### src/rtl/mem_defs.sv
// Shared definitions for the M-stage memory controller: state encoding, widths, bus command payload.
package mem_defs;

  localparam int unsigned ADDR_W          = 32;
  localparam int unsigned DATA_W          = 32;
  localparam int unsigned CNT_W           = 8;
  localparam int unsigned DEFAULT_TIMEOUT = 255;

  // Controller states, 2-bit encoding
  typedef enum logic [1:0] {
    IDLE = 2'b00,
    BUSY = 2'b01,
    DONE = 2'b10
  } memStateT;

  // Latched bus command, held stable while a transaction is outstanding
  typedef struct packed {
    logic              we;
    logic [ADDR_W-1:0] addr;
    logic [DATA_W-1:0] wdata;
  } busCmdT;

  // Word-aligned bus address from a byte address
  function automatic logic [ADDR_W-1:0] wordAddr(input logic [ADDR_W-1:0] byteAddr);
    return {byteAddr[ADDR_W-1:2], 2'b00};
  endfunction

endpackage

### src/rtl/wait_counter.sv
// Bus wait counter: clear has priority over enable; termCount flags TIMEOUT-1 reached.
module wait_counter
  import mem_defs::*;
#(
  parameter int unsigned TIMEOUT = DEFAULT_TIMEOUT
) (
  input  logic clk,
  input  logic rst,
  input  logic clear,
  input  logic enable,
  output logic termCount
);

  logic [CNT_W-1:0] count;

  // Count BUSY cycles spent waiting for an ack
  always_ff @(posedge clk or posedge rst) begin
    if (rst) begin
      count <= '0;
    end else if (clear) begin
      count <= '0;
    end else if (enable) begin
      count <= count + CNT_W'(1);
    end
  end

  // Terminal count compare
  assign termCount = (count == CNT_W'(TIMEOUT - 1));

endmodule

### src/rtl/mem_stage_ctrl.sv
// M-stage load/store controller: issues one bus transaction per lw/sw, stalls the pipeline
// until ack or timeout, and flags misaligned, ambiguous or timed-out accesses.
module mem_stage_ctrl
  import mem_defs::*;
#(
  parameter int unsigned TIMEOUT = DEFAULT_TIMEOUT
) (
  input  logic              clk,
  input  logic              rst,
  input  logic              memreadM,
  input  logic              memwriteM,
  input  logic [ADDR_W-1:0] aluoutM,
  input  logic [DATA_W-1:0] writedataM,
  output logic [DATA_W-1:0] readdataM,
  output logic              stallM,
  output logic              errM,
  output logic              bus_req,
  output logic              bus_we,
  output logic [ADDR_W-1:0] bus_addr,
  output logic [DATA_W-1:0] bus_wdata,
  input  logic              bus_ack,
  input  logic [DATA_W-1:0] bus_rdata
);

  memStateT          state;
  memStateT          stateNext;
  busCmdT            cmdQ;
  busCmdT            cmdD;
  logic              busReqD;
  logic [DATA_W-1:0] readdataD;
  logic              errD;
  logic              stallC;
  logic              cntClear;
  logic              cntEnable;
  logic              cntTerm;
  logic              accessReq;
  logic              aligned;

  assign accessReq = memreadM | memwriteM;
  assign aligned   = (aluoutM[1:0] == 2'b00);

  // Wait counter for the BUSY timeout
  wait_counter #(
    .TIMEOUT (TIMEOUT)
  ) uWaitCounter (
    .clk       (clk),
    .rst       (rst),
    .clear     (cntClear),
    .enable    (cntEnable),
    .termCount (cntTerm)
  );

  // State register
  always_ff @(posedge clk or posedge rst) begin
    if (rst) begin
      state <= IDLE;
    end else begin
      state <= stateNext;
    end
  end

  // Next-state, stall and next values of the registered outputs
  always_comb begin
    stateNext = state;
    cmdD      = cmdQ;
    busReqD   = bus_req;
    readdataD = readdataM;
    errD      = 1'b0;
    stallC    = 1'b0;
    cntClear  = 1'b0;
    cntEnable = 1'b0;
    unique case (state)
      IDLE: begin
        if (accessReq) begin
          if (aligned) begin
            // Both strobes high is resolved as a store and flagged
            stallC     = 1'b1;
            stateNext  = BUSY;
            busReqD    = 1'b1;
            cmdD.we    = memwriteM;
            cmdD.addr  = wordAddr(aluoutM);
            cmdD.wdata = writedataM;
            cntClear   = 1'b1;
            errD       = memreadM & memwriteM;
          end else begin
            errD = 1'b1;
            if (!memwriteM) begin
              readdataD = '0;
            end
          end
        end
      end
      BUSY: begin
        stallC = 1'b1;
        if (bus_ack) begin
          busReqD   = 1'b0;
          stateNext = DONE;
          if (!cmdQ.we) begin
            readdataD = bus_rdata;
          end
        end else if (cntTerm) begin
          busReqD   = 1'b0;
          stateNext = DONE;
          errD      = 1'b1;
          if (!cmdQ.we) begin
            readdataD = '0;
          end
        end else begin
          cntEnable = 1'b1;
        end
      end
      DONE: begin
        // Pipeline advances this cycle; never reissue the same instruction
        stateNext = IDLE;
      end
      default: begin
        stateNext = IDLE;
      end
    endcase
  end

  // Registered bus command and M-stage results
  always_ff @(posedge clk or posedge rst) begin
    if (rst) begin
      cmdQ      <= '0;
      bus_req   <= 1'b0;
      readdataM <= '0;
      errM      <= 1'b0;
    end else begin
      cmdQ      <= cmdD;
      bus_req   <= busReqD;
      readdataM <= readdataD;
      errM      <= errD;
    end
  end

  assign bus_we    = cmdQ.we;
  assign bus_addr  = cmdQ.addr;
  assign bus_wdata = cmdQ.wdata;

  // Stall is combinational so the issuing cycle already freezes the pipeline
  assign stallM = stallC & ~rst;

endmodule

### config.mk
export PLATFORM = sky130hd
export DESIGN_NAME = mem_stage_ctrl
export DESIGN_NICKNAME = d
export VERILOG_FILES = /design/src/rtl/mem_defs.sv /design/src/rtl/wait_counter.sv /design/src/rtl/mem_stage_ctrl.sv
export SDC_FILE = /design/constraint.sdc
export NUM_CORES = 1
export LEC_CHECK = 0
export ABC_CLOCK_PERIOD_IN_PS = 6900
export BUFFER_PORTS_ARGS = -buffer_cell sky130_fd_sc_hd__buf_4
export CAP_MARGIN = 20
export CELL_PAD_IN_SITES_DETAIL_PLACEMENT = 0
export CELL_PAD_IN_SITES_GLOBAL_PLACEMENT = 1
export CORE_ASPECT_RATIO = 0.75
export CORE_UTILIZATION = 38
export CTS_BUF_LIST = sky130_fd_sc_hd__clkbuf_4 sky130_fd_sc_hd__clkbuf_8
export DETAILED_ROUTE_END_ITERATION = 12
export HOLD_SLACK_MARGIN = 0.1
export PLACE_DENSITY = 0.83
export SLEW_MARGIN = 20
export SYNTH_ARGS = -nofsm -noshare
export SYNTH_HDL_FRONTEND = slang
export SYNTH_SLANG_ARGS = --single-unit
### constraint.sdc
create_clock -name clk -period 6.9 [get_ports clk]
set_clock_uncertainty 0.15 [all_clocks]
set_input_delay 0.345 -clock clk [delete_from_list [all_inputs] [get_ports clk]]
set_output_delay 0.345 -clock clk [all_outputs]
set_load 0.02 [all_outputs]
### Yosys cells after proc, flatten, opt, wreduce, memory -nomap -nowiden

Index checks and enable logic that the tools add are counted.

* register bits: 107
* output and inout bits: 100
* logic and storage cells: 61

* add/subtract/negate cells: 1
* equal/unequal tests: 8
* multiplexer cells: 32
* bitwise gates (word level): 4
* reductions and logical operators: 8

Operator list (number)
* 32-bit 2-to-1 mux: 7
* 32-bit case mux with 2 select lines: 1
* 8-bit 2-to-1 mux: 2
* 1-bit 2-to-1 mux: 14
* 2-bit inequality test, second input constant: 5
* 8-bit by 1-bit adder with 8-bit output, second input constant: 1
* 8-bit == test, second input constant: 1
* 2-bit 2-to-1 mux: 4
* 1-bit case mux with 2 select lines: 3
* 3-bit AND reduction: 2
* 6-bit AND reduction: 1
* 2-bit logical NOT: 2
* 2-bit case mux with 2 select lines: 1
* 4-bit AND reduction: 1
* 2-bit nonzero test: 2
* 3-bit inequality test, second input constant: 1
* 1-bit AND: 2
* 2-bit by 1-bit == test with 1-bit output, second input constant: 1
* 1-bit NOT: 1
* 1-bit bitwise OR: 1

### Logic depth before layout (Yosys ltp)

Gate-level depths: netlist (run 1).

* depth after elaboration: 6
* mapped depth: 7

### Hierarchy

From an unflattened synthesis (run 1), not the netlist that was laid out.

* cell total of the unflattened synthesis: 348
* area, all modules: 4544.4 µm²

Modules (own cells, without submodules)
* mem_stage_ctrl: times used 1, cells each 306, area an instance 4137.7 µm²
* wait_counter: times used 1, cells each 42, area an instance 406.6 µm²

### Worst setup path before layout (run 1)

No wires, ideal clock.

* kind: reg-to-output
* start point: register state[1]
* end point: output stallM
* arrival: 1621 ps
* setup slack: 4784 ps
* stages on the path, launching flop included: 7
* cell sequence: dfrtp_1 buf_6 nor4_2 and2b_1 buf_4 nor2_1 nor3_1

* word-level cells in the longest chain between the ends: 3
* elaborated cells on any way between the ends: 4
* classes of those cells: eq/ne: 1; mux: 1; bitwise: 1; reduce/logical: 1

Ends and longest elaborated chain
* from (decl): RTL line mem_stage_ctrl.sv:25 `memStateT state;`
* from (signal assigned): RTL line mem_stage_ctrl.sv:58 `state <= stateNext;`
* 2-bit by 1-bit == test with 1-bit output / 2-bit logical NOT (equally long branches): RTL line mem_stage_ctrl.sv:72 `unique case (state)`
* 1-bit case mux with 2 select lines *: RTL line mem_stage_ctrl.sv:72
* 1-bit AND *: RTL line mem_stage_ctrl.sv:142 `assign stallM = stallC & ~rst;`
* to (decl): RTL line mem_stage_ctrl.sv:15 `output logic stallM,`

Mark *: on every way between the ends. The rest lies on a longest branch, timed or not.

### Worst setup path in the final report (run 1)

Same ends and word-level chain as after synthesis.

==> impl_metrics.py, run 1 <==
metrics = {
    "worst_hold_path": {
        "hold_class": "primary input to flop",
    },
    "global_route": {
        "grt_antenna_before_repair": 0,
        "grt_pass1_vias": 4261,
        "grt_first_pass_wirelength_um": 20700,
        "grt_overflow": 0,
        "grt_max_degree": 68,
        "gr-usage-all-layers_pct": 21.0,
    },
    "timing": {
        "max_freq_mhz": 328,
        "worst_hold_slack_ns": 0.148,
        "finalSetupViolations": 0,
        "max_slew_margin_pct": 29.0,
        "fin_crit_sh_pct": 44.2,
        "min_period_ns": 3.05,
        "worst_pin_slew_ns": 1.06,
        "setup-tns-final_ns": 0,
        "rsz0062_at_grt": "no",
        "slew_violations": 0,
        "setup_ws_ns": 3.85,
        "hold_violations": 0,
    },
    "layout": {
        "syn2layout_area_growth_pct": 59.8,
        "fin_area_um2": 7280,
        "fin_nets": 865,
        "layout_commonest_cell": "nand2_1",
        "drive_gt1_share_pct": 29.7,
        "final_cell_mix": "nand2_1, buf_4, dfrtp_1",
        "fin_util_pct": 62.6,
        "final_cells": 929,
        "diodes": 0,
    },
    "routing": {
        "drc": 0,
        "drt_first_pass_iters": 4,
        "vias": 4158,
        "routed_wl_um": 12400,
        "wl_per_cell_um": 13.3,
        "ant_nets": 0,
        "dr.first_iter.drc_count": 131,
        "drt-vias-per-instance": 4.48,
    },
    "clocking": {
        "cts_resized": 0,
        "worst_skew_pair.late_latency_ns": 0.36,
        "clkSinkCount": 107,
        "cts.clk_slew.worst_paths_ns": 0.09,
        "cts-root-buf": "clkbuf_8",
        "cts_max_path_buffers": 2,
        "cts_made_buffers": 9,
        "cts_setup_buffers": 0,
        "ctsHoldBuffers": 96,
        "cts_tree": "built",
        "htreeDepth": 3,
    },
    "synth": {
        "synth-async-reset-ratio_pct": 100,
        "avgSynthCellArea_um2": 9.55,
        "synth_cell_types": 38,
        "synth_warnings": 0,
        "yosysTopAreaCell": "dfrtp_1",
        "synth.area.top_cells": "dfrtp_1, nand2_1, mux2i_1",
        "synth_ff_type": "dfrtp_1",
        "ys_seq_area_share_pct": 58.8,
        "synth_area_um2": 4550,
        "synth_edf_count": 0,
        "ys_seq_elements": 107,
        "netlist.area_leader.share_pct": 58.8,
        "netlist_instances": 477,
    },
    "run_status": {
        "outcome": "finished, final reports clean",
    },
    "worst_setup_path": {
        "crit_path_max_fanout": 67,
        "worst_ep_arrival_time_ns": 2.56,
        "max_stage_delay_ns": 0.77,
        "crit_path_start_kind": "flop",
        "endpoint_kind": "primary output",
        "worstPathCellList": "nor4_2, and2b_4, nor2_1, nor3_1, buf_4",
        "cp.required_ns": 6.40,
        "path_buf_inv": 1,
        "crit_type": "flop to primary output",
        "crit_family": "simple AND/OR/NAND/NOR gates",
        "slowest_stage": "and2b_4",
    },
    "pwr": {
        "pwr_density_cell_nw_per_um2": 253,
        "ir_drop_v": 0.000144,
        "p_int_mw": 1.22,
        "power_mw": 1.84,
        "power_switching_uw": 622,
        "comb_power_share_pct": 33.9,
        "sw_frac_of_total_pct": 33.8,
        "p_seq_share_pct": 44.9,
        "clkPwrFrac_pct": 21.2,
        "p_leak_nw": 3.77,
    },
    "place": {
        "place_area_um2": 6110,
        "place_inst": 817,
        "dp_hpwl_um": 8080,
        "gp_congestion": 0.758,
        "dp_slack_ns": 4.19,
        "port-buffer-count": 198,
    },
    "die": {
        "start_util_pct": 39.2,
        "dieArea_um2": 12400,
        "ios": 201,
        "core_um2": 11600,
        "die_w_um": 128,
        "fp-row-count": 34,
        "die_h_um": 96.8,
    },
    "flow_run": {
        "cap_violations": 0,
    },
}
==> layout make-up <==
| type | count | area, um^2 |
|---|---|---|
| Sequential cell | 107 | 2680 |
| Tap cell | 162 | 203 |
| Fill cell | 932 | 4340 |
| Multi-Input combinational cell | 311 | 1570 |
| Timing Repair Buffer | 298 | 2480 |
| Clock buffer | 12 | 153 |
| Inverter | 35 | 134 |
| Clock inverter | 4 | 50.0 |
==> cell usage after synthesis, types with 2 or more instances <==
cell	number
buf_2	8
buf_8	3
nand3_1	4
nand2_1	226
clkbuf_1	6
mux2i_1	36
o21ai_0	3
nand4b_1	2
ha_1	2
dfrtp_1	107
xor2_1	3
buf_4	4
buf_6	2
clkbuf_8	2
nor2_1	10
inv_1	35
nor3_1	3
==> state kept, by name, indices dropped and copies added, names as in the netlist <==
signal and cells:
readdataM 32, uWaitCounter.count 8, bus_req 1, bus_we 1
bus_addr 30, state 2, bus_wdata 32, errM 1
==> worst register-to-register path, cell delays in order, from the launching register on <==
cell and delay, ns:
dfrtp_1 0.50, nor4_2 0.50, and2b_4 0.77, nand2_1 0.18, nand2_1 0.11
==> kinds of logic after synthesis <==
logic type | synth area share [%]
other | 0.0824
adders and majority gates | 0.769
muxes | 7.91
AOI/OAI and AO/OA | 1.87
xor gates and xnor gates | 0.770
and+or+nand+nor | 22.8
DFF | 58.8
buffers and inverters | 7.01
==> power by group through the flow <==
stage	logic [mW]	registers, mW	clock network [mW]
after floorplan	0.170	0.969	0
after CTS	0.628	0.826	0.410
final	0.624	0.827	0.389
after global routing	0.678	0.845	0.432
after global placement	0.575	0.831	0
after detailed placement	0.585	0.834	0
==> final timing paths <==
kind / from / endpoint / slack [ns] / cells past startpoint
max in group asynchronous: rst / bus_addr[22] / 4.95 / 4
hold / removal: bus_ack / state[1] / 0.15 / 3
hold reg to reg: bus_wdata[17] / bus_wdata[17] / 0.33 / 2
setup / recovery: state[1] / stallM / 3.85 / 5
min in group asynchronous: rst / bus_addr[2] / 0.49 / 3
setup reg to reg: state[1] / bus_wdata[0] / 4.64 / 4
==> routing by layer <==
metal	routed length (um)	GRT usage, %	share of wire, %	vias to the layer above
met5	0	0	0	-
met4	127	5.16	1.0	0
met3	1020	7.41	8.2	10
met2	5680	32.9	46	148
met1	5550	27.8	45	1967
li1	-	-	-	2033
No activity file was read; power rests on OpenSTA's default activity.
==> run 2: changes to the inputs <==
ABC_CLOCK_PERIOD_IN_PS = 2700   (was 6900)
CORE_UTILIZATION = 32   (was 38)
PLACE_DENSITY = 0.74   (was 0.83)
clock period = 2.7 ns   (was 6.9 ns; I/O delays follow)
==> run 2 against run 1 <==
  * Register-to-register slack lost 4.3 ns
  * Combinational power grew to 2.7 times the previous value
  * Wire length rose by 4.4%
  * Sequential share of layout area fell by 0.96 points
  * First-iteration DRC count increased by 31%
  * Non-clock buffer count up 18
  * Cell area grew 2.7%
  * Largest power group unchanged
==> impl_metrics.py, run 2 (same netlist as run 1, synthesis figures left out) <==
metrics = {
    "worst_setup_path": {
        "max_stage_delay_ns": 0.56,
        "crit_path_max_fanout": 20,
        "path_buf_inv": 4,
        "crit_type": "primary input to flop",
        "crit_path_start_kind": "primary input",
        "endpoint_kind": "flop",
        "cp.required_ns": 2.85,
        "slowest_stage": "dlygate4sd3_1",
        "worst_ep_arrival_time_ns": 2.62,
        "worstPathCellList": "dlygate4sd3_1, buf_4, nor4_4, and2b_4, buf_4, nand2_1, nand2_1, dlygate4sd3_1",
        "crit_family": "buffers and inverters",
    },
    "clocking": {
        "cts_setup_buffers": 0,
        "cts_tree": "built",
        "clkSinkCount": 107,
        "cts.clk_slew.worst_paths_ns": 0.10,
        "cts_made_buffers": 9,
        "cts-root-buf": "clkbuf_8",
        "htreeDepth": 3,
        "cts_max_path_buffers": 2,
        "worst_skew_pair.late_latency_ns": 0.37,
    },
    "global_route": {
        "grt_antenna_before_repair": 0,
        "grt_max_degree": 65,
        "gr-usage-all-layers_pct": 18.2,
        "grt_overflow": 0,
        "grt_first_pass_wirelength_um": 21500,
        "grt_pass1_vias": 4531,
    },
    "layout": {
        "fillers": 1214,
        "fin_nets": 883,
        "multi_input_area_um2": 1580,
        "fin_util_pct": 54.2,
        "layout_commonest_cell": "nand2_1",
        "final_cells": 959,
        "diodes": 0,
        "seqCellArea_um2": 2680,
        "syn2layout_area_growth_pct": 64.1,
        "drive_gt1_share_pct": 29.6,
        "fin_area_um2": 7470,
        "final_cell_mix": "nand2_1, buf_4, dlygate4sd3_1",
    },
    "pwr": {
        "comb_power_share_pct": 35.5,
        "p_int_mw": 3.05,
        "ir_drop_v": 0.000326,
        "pwr_density_cell_nw_per_um2": 629,
        "p_seq_share_pct": 45.0,
        "p_leak_nw": 3.85,
        "clkPwrFrac_pct": 19.5,
        "power_mw": 4.70,
        "power_switching_mw": 1.65,
        "sw_frac_of_total_pct": 35.2,
    },
    "timing": {
        "fin_crit_sh_pct": 91.6,
        "max_slew_margin_pct": 45.4,
        "slew_violations": 0,
        "max_freq_mhz": 404,
        "hold_violations": 0,
        "finalSetupViolations": 0,
        "setup-tns-final_ns": 0,
        "min_period_ns": 2.47,
        "rsz0062_at_grt": "no",
        "worst_pin_slew_ns": 0.819,
    },
    "routing": {
        "routed_wl_um": 12900,
        "ant_nets": 0,
        "wl_per_cell_um": 13.5,
        "dr.first_iter.drc_count": 172,
        "vias": 4265,
        "drt_first_pass_iters": 4,
        "drc": 0,
        "drt-vias-per-instance": 4.45,
    },
    "place": {
        "place_inst": 835,
        "port-buffer-count": 198,
        "dp_hpwl_um": 8330,
        "place_area_um2": 6200,
        "gp_congestion": 0.743,
    },
    "die": {
        "dieArea_um2": 14700,
        "start_util_pct": 33.0,
        "fp-row-count": 37,
        "die_h_um": 105,
        "ios": 201,
        "core_um2": 13800,
        "die_w_um": 140,
    },
    "worst_hold_path": {
        "hold_class": "primary input to flop",
    },
    "run_status": {
        "outcome": "finished, final reports clean",
    },
    "flow_run": {
        "cap_violations": 0,
    },
}
[run 2: cell count changes in the layout (fill, tap and decap cells not counted), moves of 2 or more]
cell | before | now
clkbuf_4 | 2 | 0
buf_12 | 0 | 3
dlygate4sd3_1 | 96 | 109
inv_6 | 0 | 2
buf_4 | 201 | 204
[run 2: power groups by stage]
stage	logic [mW]	clock network (mW)	registers, mW
floorplan	0.435	0	2.48
CTS	1.67	0.967	2.11
global placement	1.49	0	2.13
finish	1.67	0.916	2.11
global route	1.81	1.03	2.16
detailed placement	1.51	0	2.14
[run 2: through the flow]
stage,hold slack [ns],setup slack [ns]
5_1_grt,0.158,0.117
6_report,0.140,0.228
4_1_cts,0.122,0.0589
2_1_floorplan,0.0904,0.794
3_5_place_dp,0.179,0.642
3_3_place_gp,0.173,0.712
[run 2: worst paths after layout]
kind | start | end | slack [ns] | depth (start not counted)
setup / recovery | aluoutM[0] | bus_addr[12] | 0.23 | 8
hold / removal | aluoutM[1] | state[0] | 0.14 | 4
setup reg to reg | state[1] | bus_addr[12] | 0.30 | 6
hold reg to reg | bus_wdata[22] | bus_wdata[22] | 0.33 | 2
max in group asynchronous | rst | uWaitCounter.count[0] | 1.39 | 4
min in group asynchronous | rst | bus_addr[13] | 0.36 | 4
[run 2: cell type report]
class                   instances  share of cell area, %
multi-input cells             311                   21.2
flip-flops and latches        107                   35.8
clock buffers                   9                   1.66
well taps                     175                   2.93
inverters                      35                   1.81
repair buffers                316                   35.9
clock inverters                 6                  0.670
[run 2: metal layers]
metal	GRT usage, %	vias up	wire length, um
met5	0	-	0
met4	6.20	0	315
met3	5.63	29	928
met2	30.9	166	6170
met1	21.9	2002	5510
li1	-	2068	-
[run 2: worst register-to-register path, cell delays in order (launching register included)]
cell	delay (ns)
dfrtp_1	0.43
nor4_4	0.37
and2b_4	0.39
buf_4	0.29
nand2_1	0.10
nand2_1	0.06
dlygate4sd3_1	0.56
[run 2: repair_timing]
action / 4_1_cts / 5_1_grt
endpoints found under the setup margin: 0 / 8
endpoints found under the hold margin: 210 / 0
hold buffers: 109 / 0
gates resized for setup: 0 / 2
==> run 3: changes to the inputs <==
ABC_CLOCK_PERIOD_IN_PS = 2020   (was 2700)
CORE_UTILIZATION = 31   (was 32)
CTS_BUF_LIST = not set   (was sky130_fd_sc_hd__clkbuf_4 sky130_fd_sc_hd__clkbuf_8)
PLACE_DENSITY = 0.72   (was 0.74)
clock period = 2.02 ns   (was 2.7 ns; I/O delays follow)
==> run 3 against run 2 <==
  * Cell count increased by 1.8%
  * Clock power increased by 78%
  * Non-clock buffer count decreased by 4
  * Die area increased by 3.2%
  * Sequential power increased by 34%
  * Total power increased by 42%
  * Utilization decreased by 0.21 points
==> impl_metrics.py, run 3 (same netlist as run 1, synthesis figures left out) <==
metrics = {
    "worst_setup_path": {
        "r2r_cells": 5,
        "endpoint_kind": "flop",
        "crit_path_max_fanout": 3,
        "worst_ep_arrival_time_ns": 1.99,
        "crit_path_start_kind": "primary input",
        "cp.required_ns": 2.09,
        "crit_type": "primary input to flop",
    },
    "global_route": {
        "grt_antenna_before_repair": 0,
        "use_met1_pct": 21.7,
        "grt_overflow": 0,
        "met3_usage_pct": 5.58,
        "grt_max_degree": 56,
        "grt_pass1_vias": 4347,
        "gr-usage-all-layers_pct": 17.4,
        "grt_first_pass_wirelength_um": 20700,
        "grt_use_met2_pct": 28.9,
        "busiest_layer": "met2",
    },
    "routing": {
        "drt-vias-per-instance": 4.23,
        "vias": 4127,
        "dr.first_iter.drc_count": 153,
        "drt_first_pass_iters": 4,
        "wl_per_cell_um": 13.5,
        "routed_wl_um": 13100,
        "ant_nets": 0,
        "drc": 0,
    },
    "layout": {
        "fillers": 1242,
        "syn2layout_area_growth_pct": 66.2,
        "layout_commonest_cell": "nand2_1",
        "diodes": 0,
        "final_cell_mix": "nand2_1, buf_4, dfrtp_1",
        "fin_util_pct": 53.9,
        "fin_nets": 879,
        "drive_gt1_share_pct": 30.5,
        "fin_area_um2": 7570,
    },
    "die": {
        "die_w_um": 142,
        "fp-row-count": 37,
        "dieArea_um2": 15200,
        "ios": 201,
        "core_um2": 14000,
        "start_util_pct": 32.5,
        "die_h_um": 107,
    },
    "place": {
        "gp_congestion": 0.735,
        "dp_hpwl_um": 8310,
        "place_area_um2": 6220,
        "dp_slack_ns": 0.0654,
        "port-buffer-count": 198,
    },
    "clocking": {
        "cts_max_path_buffers": 2,
        "cts_made_buffers": 9,
        "cts_tree": "built",
        "cts-root-buf": "clkbuf_16",
        "cts.clk_slew.worst_paths_ns": 0.07,
        "htreeDepth": 3,
        "clkSinkCount": 107,
        "worst_skew_pair.late_latency_ns": 0.34,
    },
    "timing": {
        "setup_ws_ns": 0.102,
        "setup-tns-final_ns": 0,
        "worst_pin_slew_ns": 0.650,
        "max_slew_margin_pct": 56.7,
        "hold_violations": 0,
        "fin_crit_sh_pct": 94.9,
        "max_freq_mhz": 521,
        "slew_violations": 0,
        "min_period_ns": 1.92,
        "finalSetupViolations": 0,
    },
    "pwr": {
        "p_leak_nw": 3.86,
        "power_mw": 6.66,
        "pwr_density_cell_nw_per_um2": 880,
        "ir_drop_v": 0.000464,
    },
    "run_status": {
        "outcome": "finished, final reports clean",
    },
    "worst_hold_path": {
        "hold_depth": 4,
        "hold_class": "primary input to flop",
    },
    "flow_run": {
        "cap_violations": 0,
    },
}
[run 3: changes by cell type in the layout (fill, tap and decap cells not counted), sizes merged]
cell / delta
clkinv: -2
inv: -2
dlygate4sd3: -9
buf: +4
clkbuf: +3
clkinvlp: +3
[run 3: worst max-delay path, stage by stage]
cell	delay, ns
dlygate4sd3_1	0.54
buf_4	0.15
nor4_4	0.27
buf_4	0.17
nand2_1	0.05
a22o_1	0.17
dlygate4sd3_1	0.54
[run 3: layout make-up]
type,instances,area [um^2],area share (%)
Timing Repair Buffer,312,2650,35.0
Inverter,35,135,1.79
Sequential cell,107,2680,35.4
Multi-Input combinational cell,311,1590,21.0
Clock inverter,5,38.8,0.513
Tap cell,195,244,3.22
Clock buffer,11,233,3.08
[run 3: what timing repair did]
action / in CTS / in global routing
hold buffers: 100 / 0
hold endpoints to repair: 209 / 0
gates resized for setup: 0 / 4
buffers inserted: 0 / 3
endpoints found under the setup margin: 0 / 28
[run 3: path summary, 6_finish.rpt]
check                              from       endpoint  slack, ns
setup / recovery             aluoutM[1]         bus_we       0.10
hold / removal                 memreadM           errM       0.11
setup reg to reg               state[1]         bus_we       0.11
hold reg to reg            bus_addr[10]   bus_addr[10]       0.33
max in group asynchronous           rst  bus_wdata[12]       0.85
min in group asynchronous           rst       state[0]       0.27
[run 3: power by group]
group,internal [mW],switching [mW],leakage [nW]
registers,2.56,0.261,1.38
logic,1.04,1.18,2.36
clock network,0.843,0.785,0.118
[run 3: through the flow]
stage	std cells	hold WS (ns)
final	976	0.107
after global routing	976	0.138
after CTS	971	0.109
after detailed placement	855	0.0786
after global placement	855	0.0705
after floorplan	478	0.0564
[run 3: per-layer routing]
| layer | part of all wire, % | up-vias |
|---|---|---|
| li1 | - | 2059 |
| met3 | 7.1 | 17 |
| met5 | 0 | - |
| met1 | 45 | 1905 |
| met4 | 1.5 | 0 |
| met2 | 46 | 146 |
